--- src/rtl/uart_pkg.sv ---
// Shared UART definitions for the Rx and Tx paths: FSM state encoding and parity type constants.
// Latency: n/a (package). Backpressure: n/a.
// Ports: none. Provides uart_state_t, PAR_EVEN/PAR_ODD and a parity helper.
package uart_pkg;

  typedef enum logic [2:0] {
    IDLE   = 3'd0,
    START  = 3'd1,
    DATA   = 3'd2,
    PARITY = 3'd3,
    STOP   = 3'd4
  } uart_state_t;

  localparam logic PAR_EVEN = 1'b0;
  localparam logic PAR_ODD  = 1'b1;

  // red_xor is the XOR-reduction of the data word; odd parity inverts it.
  function automatic logic parity_bit(input logic red_xor, input logic par_typ);
    return red_xor ^ (par_typ == PAR_ODD);
  endfunction

endpackage

--- src/rtl/uart_tx_bit_timer.sv ---
// Per-bit cycle counter for the UART transmitter; pulses bit_done on the last cycle of each bit.
// Latency: bit_done is combinational from the counter; one bit lasts max(prescale,1) cycles.
// Backpressure: none; the counter free-runs while run is high and restarts on clear.
// Ports: CLK, RST (async active-low), clear (restart count), run (frame active),
//        prescale (cycles per bit, 0 treated as 1), bit_done (last cycle of current bit).
module uart_tx_bit_timer
  import uart_pkg::*;
#(
  parameter int PRESCALE_WIDTH = 5
) (
  input  logic                      CLK,
  input  logic                      RST,
  input  logic                      clear,
  input  logic                      run,
  input  logic [PRESCALE_WIDTH-1:0] prescale,
  output logic                      bit_done
);

  logic [PRESCALE_WIDTH-1:0] cnt;
  logic [PRESCALE_WIDTH-1:0] last;

  // A prescale of zero gives a one-cycle bit, same as a prescale of one.
  assign last     = (prescale == '0) ? '0 : prescale - 1'b1;
  assign bit_done = run && (cnt == last);

  always_ff @(posedge CLK or negedge RST) begin
    if (!RST) begin
      cnt <= '0;
    end else if (clear || bit_done) begin
      cnt <= '0;
    end else if (run) begin
      cnt <= cnt + 1'b1;
    end
  end

endmodule

--- src/rtl/uart_tx_framer.sv ---
// UART transmit framer: start bit, WIDTH data bits LSB first, optional parity, stop bit(s).
// Latency: TX_OUT/Busy change on the accept edge; frame = (2+WIDTH+PAR_EN)*Prescale cycles.
// Backpressure: Data_Valid is only taken in IDLE; requests while Busy are dropped, not queued.
// Ports: CLK, RST (async active-low), P_DATA, Data_Valid, PAR_EN, PAR_TYP (0 even, 1 odd),
//        Prescale (cycles per bit), TX_OUT (registered serial line, idle high), Busy (registered).
// Build option: define UART_TX_TWO_STOP_EN for a two-bit-time stop period.
module uart_tx_framer
  import uart_pkg::*;
#(
  parameter int WIDTH          = 8,
  parameter int PRESCALE_WIDTH = 5
) (
  input  logic                      CLK,
  input  logic                      RST,
  input  logic [WIDTH-1:0]          P_DATA,
  input  logic                      Data_Valid,
  input  logic                      PAR_EN,
  input  logic                      PAR_TYP,
  input  logic [PRESCALE_WIDTH-1:0] Prescale,
  output logic                      TX_OUT,
  output logic                      Busy
);

  localparam int IDX_W = (WIDTH > 1) ? $clog2(WIDTH) : 1;
  localparam logic [IDX_W-1:0] LAST_IDX = IDX_W'(WIDTH - 1);

  uart_state_t               state;
  logic [WIDTH-1:0]          data_q;
  logic                      par_en_q;
  logic                      par_typ_q;
  logic [PRESCALE_WIDTH-1:0] prescale_q;
  logic [IDX_W-1:0]          bit_idx;
  logic [IDX_W-1:0]          nxt_idx;
  logic                      accept;
  logic                      bit_done;
  logic                      par_bit;
`ifdef UART_TX_TWO_STOP_EN
  logic                      stop_cnt;
`endif

  assign accept  = (state == IDLE) && Data_Valid;
  assign nxt_idx = bit_idx + 1'b1;
  assign par_bit = parity_bit(^data_q, par_typ_q);

  // Timer runs from the latched prescale so mid-frame Prescale changes are invisible.
  uart_tx_bit_timer #(
    .PRESCALE_WIDTH (PRESCALE_WIDTH)
  ) u_bit_timer (
    .CLK      (CLK),
    .RST      (RST),
    .clear    (accept),
    .run      (state != IDLE),
    .prescale (prescale_q),
    .bit_done (bit_done)
  );

  always_ff @(posedge CLK or negedge RST) begin
    if (!RST) begin
      state      <= IDLE;
      TX_OUT     <= 1'b1;
      Busy       <= 1'b0;
      data_q     <= '0;
      par_en_q   <= 1'b0;
      par_typ_q  <= 1'b0;
      prescale_q <= '0;
      bit_idx    <= '0;
`ifdef UART_TX_TWO_STOP_EN
      stop_cnt   <= 1'b0;
`endif
    end else begin
      case (state)
        IDLE: begin
          if (Data_Valid) begin
            data_q     <= P_DATA;
            par_en_q   <= PAR_EN;
            par_typ_q  <= PAR_TYP;
            prescale_q <= Prescale;
            bit_idx    <= '0;
            state      <= START;
            TX_OUT     <= 1'b0;
            Busy       <= 1'b1;
`ifdef UART_TX_TWO_STOP_EN
            stop_cnt   <= 1'b0;
`endif
          end else begin
            TX_OUT <= 1'b1;
            Busy   <= 1'b0;
          end
        end
        START: begin
          if (bit_done) begin
            state  <= DATA;
            TX_OUT <= data_q[0];
          end
        end
        DATA: begin
          if (bit_done) begin
            if (bit_idx == LAST_IDX) begin
              if (par_en_q) begin
                state  <= PARITY;
                TX_OUT <= par_bit;
              end else begin
                state  <= STOP;
                TX_OUT <= 1'b1;
              end
            end else begin
              bit_idx <= nxt_idx;
              TX_OUT  <= data_q[nxt_idx];
            end
          end
        end
        PARITY: begin
          if (bit_done) begin
            state  <= STOP;
            TX_OUT <= 1'b1;
          end
        end
        STOP: begin
          if (bit_done) begin
`ifdef UART_TX_TWO_STOP_EN
            // First stop bit-time done: stay for a second one.
            if (!stop_cnt) begin
              stop_cnt <= 1'b1;
            end else begin
              state  <= IDLE;
              Busy   <= 1'b0;
              TX_OUT <= 1'b1;
            end
`else
            state  <= IDLE;
            Busy   <= 1'b0;
            TX_OUT <= 1'b1;
`endif
          end
        end
        default: begin
          state  <= IDLE;
          Busy   <= 1'b0;
          TX_OUT <= 1'b1;
        end
      endcase
    end
  end

endmodule

--- config.mk ---
export PLATFORM = sky130hd
export DESIGN_NAME = uart_tx_framer
export DESIGN_NICKNAME = d
export VERILOG_FILES = /design/src/rtl/uart_pkg.sv /design/src/rtl/uart_tx_bit_timer.sv /design/src/rtl/uart_tx_framer.sv
export SDC_FILE = /design/constraint.sdc
export NUM_CORES = 1
export LEC_CHECK = 0
export ABC_AREA = 1
export CAP_MARGIN = 20
export CORE_ASPECT_RATIO = 0.8
export CORE_MARGIN = 1
export CORE_UTILIZATION = 50
export DETAILED_ROUTE_END_ITERATION = 6
export GPL_ROUTABILITY_DRIVEN = 0
export PLACE_DENSITY = 0.72
export SLEW_MARGIN = 10
export SYNTH_ARGS = -nofsm -noshare
export SYNTH_HDL_FRONTEND = slang
export SYNTH_SLANG_ARGS = --single-unit
--- constraint.sdc ---
create_clock -name CLK -period 1.9 [get_ports CLK]
set_clock_uncertainty 0.05 [all_clocks]
set_input_delay 0.475 -clock CLK [delete_from_list [all_inputs] [get_ports CLK]]
set_output_delay 0.475 -clock CLK [all_outputs]
set_load 0.1 [all_outputs]
==> metrics.txt <==
synthesis warning total=0; setup tns final=0 ns; Placed Cells=291; total routed wirelength=3.40 mm; P_sw=1.66 mW; minimum clock period=1.71 ns; largest net degree at the start of global routing=31; crit path max fanout=6; WL/cell=11.5 um; Fill cells=274; Pint=1.91 mW; Syn Nets=254; ANT nets after route=0; MaxCap Viol Count=0; drt drc=0; die height=54.7 um; GR Overflow Total=0; Worst Hold Class=reg -> reg; overall fraction of global-route tracks in use=21.0%; vias in the first global route=1338; Leak=1.07 nW; non-filler instance count after layout=295; Clk Latency, worst-skew pair=0.28 ns; Flop pwr share=31.2%; Fin. Hold Viols=0; die width=67.8 um; crit path kind=reg -> reg; CP required=2.02 ns; TritonCTS buffer count=3; Synth Instances=232; Die Area=0.00371 sq mm; CORE AREA=0.00320 sq mm; initial antenna violation count=0; CTS tree=built; Vias/cell=5.03; Gate power share=55.6%; clk sinks=28; post-synthesis sequential area ratio=40.5%; Post-synth EDFFs=0; Worst EP arrival=1.83 ns; synthesis-to-finish area growth=21.2%; First-pass DRT Iterations=4; crit start category=flop; commonest non-fill, non-tap cell in the layout=nand2_1; Top Ports=20; kind of end point of the critical path=flop; Tcrit/Tclk final=89.9%; Final Core Density=65.7%; Top cell by count, worst path=nand2_1; RSZ-0062 raised after global routing=no; Peak VDD IR=0.000743 V; net switching fraction of the power=46.5%; HPWL Detailed=2.48 mm; Slew Viols, Final=0; slew margin rel.=76.6%; Worst-path clk slew=0.10 ns; Cell Area, Synth=0.00173 sq mm; Synth Flop Type=dfrtp_1; post-synth cell types=28; outcome=finished clean; row cnt=18; CTS root buf=clkbuf_8; crit-path max cell delay=0.37 ns; port bufs=19; design area=0.00210 sq mm; Clk pwr share=13.1%; Setup Buffers After CTS=0; first-pass GRT wire length=5.79 mm; cell chain of the critical path=inv_1, ha_4, inv_1, nand2_1, nand2_1, nand3b_1, nand2_2, nor2_4, nand3_4, nand2_4, nand2_2, nand2_1, nand2_1; DP Area=0.00202 sq mm; most frequent cells in the layout=nand2_1, inv_1, dfrtp_1, nor2_1, nand3_1; Initial Util=54.2%; final setup violating endpoints=0; synthesis-stage register bit count=28; final net count=278; # H-tree levels=1; Iter 0 DRT Violations=92; average size of a mapped cell=7.47 sq um; share of post-route cells with drive strength above 1=12.9%; Clock Path Buffers=2; pwr dens=1700 mW/mm^2; via count=1483; # diodes=0; Max Freq=585 MHz; worst slew pin tran=0.349 ns; asr flop ratio synth=100%; Critical Path Slowest Stage Cell=dfrtp_1
worst paths after layout:
kind,end,slack [ns],from,cells after the start
worst max-delay path,bit_idx[2]$_DFFE_PN0P_,0.19,prescale_q[0]$_DFFE_PN0P_,13
worst min-delay path,bit_idx[1]$_DFFE_PN0P_,0.44,bit_idx[1]$_DFFE_PN0P_,2
worst max register to register,bit_idx[2]$_DFFE_PN0P_,0.19,prescale_q[0]$_DFFE_PN0P_,13
worst min register to register,bit_idx[1]$_DFFE_PN0P_,0.44,bit_idx[1]$_DFFE_PN0P_,2
max in group asynchronous,TX_OUT$_DFFE_PN1P_,0.97,RST,2
min in group asynchronous,data_q[5]$_DFFE_PN0P_,0.51,RST,2
sequential cells by signal (all words and copies together), names as in the netlist:
register,count
prescale_q,5
Busy,1
bit_idx,3
TX_OUT,1
par_en_q,1
u_bit_timer.cnt,5
data_q,8
par_typ_q,1
state,3
timing repair:
item	in CTS	in global routing
gates resized for setup	0	2
hold buffers	0	0
endpoints found under the hold margin	0	0
endpoints found under the setup margin	0	7
synth_stat cells (3+ instances only):
library cell,number,area [sq um]
nand2_1,63,236
inv_1,29,109
dfrtp_1,27,676
nand3_1,22,110
nor2_1,22,82.6
a21oi_1,17,85.1
inv_2,7,26.3
xor2_1,5,43.8
ha_1,4,50.1
mux2_1,3,33.8
nand2_2,3,18.8
nand2_4,3,33.8
nand3b_1,3,22.5
nor2_4,3,33.8
cell families (layout without fill, tap and decap cells):
family / after synthesis / count (layout) / share of synthesized area [%]
and+or+nand+nor: 127 / 127 / 35.3
buffers and inverters: 40 / 63 / 8.88
DFF: 28 / 28 / 40.5
AOI/OAI and AO/OA: 23 / 23 / 6.93
xor gates and xnor gates: 7 / 7 / 3.54
adders and majority gates: 4 / 4 / 2.89
muxes: 3 / 3 / 1.95
critical path: cells and delay by family (launching register included):
kind / cells / cell delay (ns)
and+or+nand+nor: 10 / 0.82
buffers and inverters: 2 / 0.16
DFF: 1 / 0.37
adders and majority gates: 1 / 0.18
per-stage QoR:
stage | hold slack (ns) | setup slack, ns | power, mW
after detailed placement | 0.431 | 0.143 | 3.08
after global placement | 0.412 | 0.181 | 3.04
final | 0.443 | 0.191 | 3.57
after global routing | 0.478 | 0.0332 | 3.91
after CTS | 0.452 | 0.114 | 3.58
after floorplan | 0.129 | 0.238 | 2.60
power by group through the flow:
stage                     logic, mW  registers, mW  clock network (mW)
final                          1.99           1.12               0.470
after CTS                      1.98           1.11               0.486
after floorplan                1.39           1.21                   0
after global routing           2.25           1.15               0.512
after global placement         1.93           1.11                   0
after detailed placement       1.96           1.12                   0
area by class of cell:
cell class	instances	area [sq um]	share of cell area [%]
Sequential cell	28	702	33.4
Timing Repair Buffer	23	253	12.0
Multi-Input combinational cell	164	890	42.3
Clock buffer	3	41.3	1.97
Clock inverter	1	30.0	1.43
Inverter	36	135	6.43
Tap cell	40	50.0	2.38
metal layers:
metal | track usage, % | vias up | wire [um]
met5 | 0 | - | 0
met4 | 4.86 | 0 | 8
met3 | 4.79 | 2 | 155
met2 | 34.8 | 32 | 1610
met1 | 28.1 | 676 | 1630
li1 | - | 773 | -
No activity file was read; power rests on OpenSTA's default activity.
